<file path="config.mk">
export PLATFORM = sky130hd
export DESIGN_NAME = romload_streamer
export DESIGN_NICKNAME = d
export VERILOG_FILES = /design/src/rtl/romload_streamer.sv
export SDC_FILE = /design/constraint.sdc
export NUM_CORES = 1
export LEC_CHECK = 0
export BUFFER_PORTS_ARGS = -buffer_cell sky130_fd_sc_hd__buf_2
export CAP_MARGIN = 20
export CORE_UTILIZATION = 35
export DETAILED_ROUTE_END_ITERATION = 7
export PLACE_DENSITY = 0.56
export SYNTH_ARGS = -nofsm -noshare
export SYNTH_HDL_FRONTEND = slang
export SYNTH_SLANG_ARGS = --single-unit
export TNS_END_PERCENT = 10
</file>
<file path="constraint.sdc">
create_clock -name wclk -period 6.5 [get_ports wclk]
set_input_delay 0.325 -clock wclk [delete_from_list [all_inputs] [get_ports wclk]]
set_output_delay 0.325 -clock wclk [all_outputs]
set_load 0.01 [all_outputs]
</file>
<file path="src/rtl/romload_streamer.sv">
// romload_streamer
//   Streams a ROM image written by firmware over MMIO into the console core.
//   The first HDR_WORDS data words after a start command are captured as header
//   words; the remaining words are buffered in a DEPTH-word FIFO and serialised
//   little-endian into OUT_W-bit beats under ready/valid flow control.
//
// Ports
//   wclk, resetn          clock, synchronous active-low reset
//   ctrl_we, ctrl_di      control write: 1 = start load, 0 = finish load
//   data_we, data_di      32-bit data word write
//   data_wait             CPU must hold the data write (payload FIFO full)
//   status_do             {20'b0, level[7:0], full, empty, state[1:0]}
//   hdr_flat              captured header words, word i at [32i+31:32i]
//   rom_loading           high from start until the payload has fully drained
//   rom_do, rom_do_valid  output beat and its valid flag
//   rom_do_ready          sink accepts the beat when valid && ready
//   rom_bytes             payload bytes accepted by the sink since start (saturating)
module romload_streamer #(
    parameter int DEPTH     = 4,
    parameter int OUT_W     = 8,
    parameter int HDR_WORDS = 3
) (
    input  logic                      wclk,
    input  logic                      resetn,
    input  logic                      ctrl_we,
    input  logic [7:0]                ctrl_di,
    input  logic                      data_we,
    input  logic [31:0]               data_di,
    output logic                      data_wait,
    output logic [31:0]               status_do,
    output logic [32*HDR_WORDS-1:0]   hdr_flat,
    output logic                      rom_loading,
    output logic [OUT_W-1:0]          rom_do,
    output logic                      rom_do_valid,
    input  logic                      rom_do_ready,
    output logic [24:0]               rom_bytes
);

    localparam int          AW             = $clog2(DEPTH);
    localparam int          IW             = $clog2(HDR_WORDS + 1);
    localparam int          BEATS          = 32 / OUT_W;
    localparam logic [24:0] BYTES_PER_BEAT = 25'(OUT_W / 8);
    localparam logic [24:0] BYTES_MAX      = '1;

    typedef enum logic [1:0] {
        IDLE   = 2'd0,
        HEADER = 2'd1,
        DATA   = 2'd2,
        DRAIN  = 2'd3
    } state_t;

    state_t        state;
    logic [31:0]   mem [DEPTH];
    logic [AW:0]   wptr;
    logic [AW:0]   rptr;
    logic [AW:0]   level;
    logic          full;
    logic          empty;
    logic [31:0]   head;
    logic [31:0]   shreg;        // beats still to be presented after the current one
    logic [2:0]    beats_left;   // beats of the current word not yet accepted
    logic [IW-1:0] hdr_idx;
    logic          start;
    logic          finish;
    logic          push;
    logic          pop;
    logic          take;

    assign start  = ctrl_we && (ctrl_di == 8'd1);
    assign finish = ctrl_we && (ctrl_di == 8'd0);

    assign level = wptr - rptr;
    assign empty = (wptr == rptr);
    assign full  = (wptr[AW] != rptr[AW]) && (wptr[AW-1:0] == rptr[AW-1:0]);
    assign head  = mem[rptr[AW-1:0]];

    assign data_wait = data_we && (state == DATA) && full;
    // A control write in the same cycle always wins and drops the data word.
    assign push      = data_we && !ctrl_we && (state == DATA) && !full;
    assign take      = rom_do_valid && rom_do_ready;
    // Refill when the serializer is empty, or back-to-back as its last beat leaves.
    assign pop       = !empty && ((beats_left == 3'd0) || (take && beats_left == 3'd1));

    assign status_do = {20'b0, 8'(level), full, empty, state};

    always_ff @(posedge wclk) begin
        if (push) begin
            mem[wptr[AW-1:0]] <= data_di;
        end
    end

    always_ff @(posedge wclk) begin
        if (!resetn) begin
            state        <= IDLE;
            wptr         <= '0;
            rptr         <= '0;
            shreg        <= '0;
            beats_left   <= '0;
            rom_do_valid <= 1'b0;
            rom_do       <= '0;
            hdr_flat     <= '0;
            hdr_idx      <= '0;
            rom_bytes    <= '0;
            rom_loading  <= 1'b0;
        end else if (start) begin
            state        <= HEADER;
            wptr         <= '0;
            rptr         <= '0;
            beats_left   <= '0;
            rom_do_valid <= 1'b0;
            rom_bytes    <= '0;
            hdr_idx      <= '0;
            rom_loading  <= 1'b1;
        end else begin
            case (state)
                HEADER: begin
                    if (finish) begin
                        state <= DRAIN;
                    end else if (data_we && !ctrl_we) begin
                        hdr_flat[32*hdr_idx +: 32] <= data_di;
                        hdr_idx <= hdr_idx + 1'b1;
                        if (hdr_idx == IW'(HDR_WORDS - 1)) begin
                            state <= DATA;
                        end
                    end
                end
                DATA: begin
                    if (finish) begin
                        state <= DRAIN;
                    end
                end
                DRAIN: begin
                    if (empty && beats_left == 3'd0) begin
                        state       <= IDLE;
                        rom_loading <= 1'b0;
                    end
                end
                default: ;
            endcase

            if (push) begin
                wptr <= wptr + 1'b1;
            end

            if (pop) begin
                rptr         <= rptr + 1'b1;
                rom_do       <= head[OUT_W-1:0];
                shreg        <= head >> OUT_W;
                beats_left   <= 3'(BEATS);
                rom_do_valid <= 1'b1;
            end else if (take) begin
                if (beats_left == 3'd1) begin
                    beats_left   <= '0;
                    rom_do_valid <= 1'b0;
                end else begin
                    rom_do     <= shreg[OUT_W-1:0];
                    shreg      <= shreg >> OUT_W;
                    beats_left <= beats_left - 1'b1;
                end
            end

            if (take) begin
                if (rom_bytes > BYTES_MAX - BYTES_PER_BEAT) begin
                    rom_bytes <= BYTES_MAX;
                end else begin
                    rom_bytes <= rom_bytes + BYTES_PER_BEAT;
                end
            end
        end
    end

endmodule

</file>
=== Word level (Yosys, flattened, before mapping) ===
Memories as Yosys holds them, arrays and structs flattened. A register that Yosys moved wholly into a read port is not among the register bits.
Cells that the tools add are included.

* Register bits after elaboration: 176
* Bits in writable memories: 128
* Input port bits: 45
* Word-level logic and storage cells: 106
* Memories: 1

* $add $sub $neg: 7
* Magnitude comparators: 1
* Eq/ne operators: 18
* Shift operators: 2
* Mux-type cells: 28
* Bitwise operators: 3
* Reductions and logical operators: 33

{| class="wikitable"
|+ Memory list
! name !! depth !! bits a word !! rd ports !! clocked after Yosys merged registers in !! write ports !! line !! source
|-
| mem || 4 || 32 || 1 || 1 || 1 || 53 || <nowiki>logic [31:0] mem [DEPTH];</nowiki>
|}

{| class="wikitable"
|+ Operator list
! kind !! count
|-
| 96-bit bitwise mux || 1
|-
| 32-bit two-way mux || 3
|-
| 32-bit by 34-bit variable shift with 96-bit output, first input constant || 1
|-
| 32-bit by 34-bit variable part select with 96-bit output || 1
|-
| 7-bit negation with 34-bit output || 1
|-
| 25-bit by 1-bit adder with 25-bit output, second input constant || 1
|-
| 25-bit greater-than comparator, second input constant || 1
|-
| 25-bit two-way mux || 1
|-
| 8-bit two-way mux || 3
|-
| 2-bit two-way mux || 7
|-
| 1-bit logical AND || 12
|-
| 3-bit != test, second input constant || 4
|-
| 5-bit AND reduction || 2
|-
| 1-bit two-way mux || 9
|-
| 3-bit two-way mux || 3
|-
| 8-bit by 1-bit == test with 1-bit output, second input constant || 1
|-
| 8-bit logical NOT || 1
|-
| 4-bit != test, second input constant || 2
|-
| 2-bit nonzero test || 4
|-
| 3-bit by 1-bit adder with 3-bit output, second input constant || 2
|-
| 2-bit == test, second input constant || 3
|-
| 2-bit != test, second input constant || 3
|-
| 2-bit one-hot mux with 3 select lines || 1
|-
| 3-bit AND reduction || 2
|-
| 18 further kinds || 23
|}

=== Longest topological paths before layout ===
* Depth in word-level cells: 6
* Depth in mapped cells: 9
* Depth with buffers taken out: 7

=== Worst setup path after synthesis ===
OpenSTA, ideal clock, no wires.

* Kind: reg-to-reg
* Start: reg wptr[0]
* End: mem mem[3][0] (enable)
* Setup time: 0.394 ns
* Data arrival time: 2.011 ns
* Data required time: 6.106 ns
* Slack: 4.095 ns
* Cell stages (with the launch flop): 6
* Path buffers: 0
* Clock period less this slack: 2.405 ns
* Cell sequence: dfxtp_1 > inv_1 > ha_1 > nand2_1 > o2111a_1 > and2_1

* Word-level cells in the longest chain between the ends: 6

{| class="wikitable"
|+ Ends and longest elaborated chain
! what !! line !! source
|-
| start: declaration || 54 || <nowiki>logic [AW:0] wptr;</nowiki>
|-
| start signal: assignment || 142 || <nowiki>wptr <= wptr + 1'b1;</nowiki>
|-
| 2-bit == test || 74 || <nowiki>assign full = (wptr[AW] != rptr[AW]) && (wptr[AW-1:0] == rptr[AW-1:0]);</nowiki>
|-
| 1-bit logical AND || 74 ||
|-
| 1-bit logical NOT || 79 || <nowiki>assign push = data_we && !ctrl_we && (state == DATA) && !full;</nowiki>
|-
| 1-bit logical AND || 79 ||
|-
| 1-bit two-way mux || 87 || <nowiki>if (push) begin</nowiki>
|-
| 1-bit two-way mux (not written as such) || 88 || <nowiki>mem[wptr[AW-1:0]] <= data_di;</nowiki>
|-
| end: declaration || 53 ||
|}

Several ways; a longest one is shown, not always the timed one.

=== Worst setup path in the final report ===
* Start: reg wptr[0]
* End: reg shreg[16]

* Word-level cells in the longest chain between the ends: 5
* Elaborated cells between the ends (all ways): 7

{| class="wikitable"
|+ Ends and longest elaborated chain
! what !! line !! source
|-
| 3-bit == test (*) || 73 || <nowiki>assign empty = (wptr == rptr);</nowiki>
|-
| 1-bit logical NOT (*) || 82 || <nowiki>assign pop = !empty && ((beats_left == 3'd0) || (take && beats_left == 3'd1));</nowiki>
|-
| 1-bit logical AND (*) || 82 ||
|-
| 2-bit != test (no source line) or 2-bit nonzero test (tied branches) || n/a ||
|-
| 3-bit AND reduction (no source line) || n/a ||
|-
| end signal: assignment || 148 || <nowiki>shreg <= head >> OUT_W;</nowiki>
|-
| end signal: assignment || 157 || <nowiki>shreg <= shreg >> OUT_W;</nowiki>
|-
| end: declaration || 60 || <nowiki>logic [31:0] shreg;</nowiki>
|}

Every way passes the cells marked *; elsewhere a longest branch is shown, timed or not.
A chain may end at the register's enable or synchronous reset.

==> impl_metrics.py <==
metrics = {
    "run_status": {
        "status": "completed",
    },
    "synth": {
        "syn_area_mm2": 0.0120,
        "synth_area_per_cell_um2": 11.4,
        "synth-seq-area-share_pct": 60.2,
        "synth_top_cells_by_count": "170 x dfxtp_1, 167 x nand2_1, 128 x edfxtp_1",
        "synth_seq_cells": 298,
        "synth_top_flop_cell": "dfxtp_1",
        "synth.most_common_cell": "dfxtp_1",
        "ys_top_cells_by_area": "edfxtp_1 32%, dfxtp_1 28%, a21boi_0 6.1%, mux4_2 6.0%, nand2_1 5.2%",
        "syn_inst": 1058,
        "synth_top_area_share_pct": 31.9,
        "synthArstFlopShare_pct": 0,
        "yosys_warnings": 0,
        "synth-edff-count": 128,
        "yosysTopAreaCell": "edfxtp_1",
        "ys_types": 52,
    },
    "floorplanning": {
        "initial_core_util_pct": 35.8,
        "die_w_um": 188,
        "pin_count": 209,
        "dieHeight_um": 188,
        "rows": 67,
        "coreArea_mm2": 0.0337,
        "design.die.area_mm2": 0.0352,
    },
    "global_routing": {
        "grt_overflow": 0,
        "grtUsageTotal_pct": 16.5,
        "grt_max_degree": 96,
        "grt_pass1_wl_um": 46500,
        "grt_pass1_vias": 8243,
        "antenna_found_initial": 0,
    },
    "clocking": {
        "path_clk_slew_ns": 0.06,
        "post_cts_resized": 0,
        "cts_sinks": 298,
        "cts_tree": "built",
        "insertion_delay_ns": 0.52,
        "cts_buffer_depth": 3,
        "htree_levels": 2,
        "ctsHoldBuffers": 0,
        "postCtsSetupBuffers": 0,
        "cts-root-buf": "clkbuf_16",
        "cts_inserted_buffers": 34,
    },
    "detailed_routing": {
        "drt-wirelength-per-cell_um": 17.2,
        "wl_met3_um": 2180,
        "antenna_left": 0,
        "route.met2.wl_um": 13300,
        "drcViolationCount": 0,
        "vias_per_cell": 5.00,
        "routed_wl_um": 29200,
        "routed.top_layer": "met4",
        "vias": 8470,
        "drtIter0Drc": 570,
        "met1_length_um": 13100,
        "first_pass_iters": 5,
    },
    "finish": {
        "stdcell_count": 1694,
        "diodes": 0,
        "multi_input_area_mm2": 0.00438,
        "design_area_mm2": 0.0144,
        "fin_nets": 1285,
        "regArea_mm2": 0.00725,
        "fill_cells": 3243,
        "area_growth_pct": 19.8,
        "drive_above_1_share_pct": 24.6,
    },
    "placement": {
        "hpwlAfterDp_um": 19000,
        "dp.cells": 1634,
        "place_area_mm2": 0.0133,
        "io_buffer_count": 183,
        "gp_congestion": 0.789,
    },
    "hold_path": {
        "hold_path_class": "primary input to flop",
    },
    "critical_path": {
        "path_class": "flop to flop",
        "critPathArrivalTime_ns": 2.83,
        "crit_fanout": 31,
        "endpoint_kind": "flop",
        "start_kind": "flop",
        "required_ns": 6.95,
    },
    "flow_run": {
        "max_cap_violations": 0,
    },
    "sta": {
        "finClkSkew_ns": 0.0207,
        "worst_slew_margin_rel_pct": 36.0,
        "period_needed_ns": 2.38,
        "post-route-period-util_pct": 36.7,
        "tightest_slew_ns": 0.953,
        "rsz0062_at_grt": "false",
        "setup_viol": 0,
        "drv_slew": 0,
        "fin_setup_tns_ns": 0,
        "max_freq_ghz": 0.420,
        "hold_viol": 0,
    },
    "pwr": {
        "leakage_nw": 5.16,
        "peakVddDrop_uv": 177,
        "p_per_area_mw_per_mm2": 271,
    },
}
-- final cells by class --
| type | instances | area share (%) |
|---|---|---|
| flip-flops and latches | 298 | 50.2 |
| multi-input cells | 671 | 30.4 |
| repair buffers | 203 | 7.53 |
| clock buffers | 46 | 6.40 |
| well taps | 448 | 3.88 |
| clock inverters | 14 | 1.21 |
| inverters | 14 | 0.364 |
-- state kept, by name (all words and copies together), names as in the netlist, named ones only --
| register | cells |
|---|---|
| rom_do_valid | 1 |
| rom_loading | 1 |
| rom_bytes | 25 |
| rom_do | 8 |
| beats_left | 3 |
| wptr | 3 |
| state | 2 |
| shreg | 24 |
| mem | 128 |
| hdr_idx | 2 |
| rptr | 3 |
| hdr_flat | 96 |
-- cells by family (layout without fill, tap and decap cells) --
group                      Yosys count  after routing  synth area share [%]
and+or+nand+nor                    366            366                  13.9
DFF                                298            298                  60.2
AOI/OAI and AO/OA                  207            207                  11.9
buffers and inverters              113            277                  4.44
muxes                               33             33                  6.07
xor gates and xnor gates            22             22                  1.60
adders and majority gates           18             18                  1.93
other                                1             25                0.0311
-- layout by cell type (no fill, tap or decap), types with 4 or more instances in the layout --
cell type	count
o21ai_0	26
nor2_1	30
clkinv_2	6
a211oi_1	6
and2_1	8
nand2_1	167
clkbuf_1	8
edfxtp_1	128
nand3_1	111
nor2b_1	11
xnor2_1	13
a21boi_0	98
a21oi_2	10
buf_2	183
and3_1	4
nor3b_2	4
dfxtp_1	168
inv_1	14
conb_1	25
mux4_2	32
a22oi_1	9
ha_1	17
nor3_1	9
xor2_1	9
clkbuf_16	34
a31oi_1	28
buf_4	19
a21oi_1	16
nand4_1	4
-- path summary, 6_finish.rpt --
kind           startpoint  depth (start not counted)            to  slack (ns)
max reg2reg       wptr[0]                          8     shreg[16]        4.12
max               wptr[0]                          8     shreg[16]        4.12
min           data_di[13]                          1    mem[3][13]        0.07
min reg2reg  hdr_flat[69]                          2  hdr_flat[69]        0.46
-- where the power goes --
part | leakage, nW | switching, mW | internal (mW)
Clock | 0.536 | 0.754 | 1.13
Combinational | 2.10 | 0.0542 | 0.0227
Sequential | 2.52 | 0.000726 | 1.95
Total | 5.16 | 0.809 | 3.10
-- per-layer routing --
layer  global-route usage (%)  up-vias
li1                         -     4074
met1                     22.3     4110
met2                     25.9      246
met3                     4.60       40
met4                     4.69        0
met5                        0        -
-- through the flow --
stage	total power, mW	setup slack [ns]	hold slack (ns)	util (%)
2_1_floorplan	2.03	4.09	0.424	-
3_3_place_gp	2.07	4.15	0.446	39.5
3_5_place_dp	2.07	4.12	0.454	39.6
4_1_cts	3.96	4.11	0.0595	42.8
5_1_grt	4.04	3.95	0.0715	42.8
6_report	3.91	4.12	0.0741	42.8
-- critical path, cell delays in order, from the launching register on --
cell,delay [ns]
dfxtp_1,0.39
inv_1,0.11
ha_1,0.33
and2_1,0.21
a211oi_4,0.23
buf_4,0.35
and2_1,0.44
a22oi_1,0.13
nor2b_1,0.13
(Power assumes the default switching activity.)
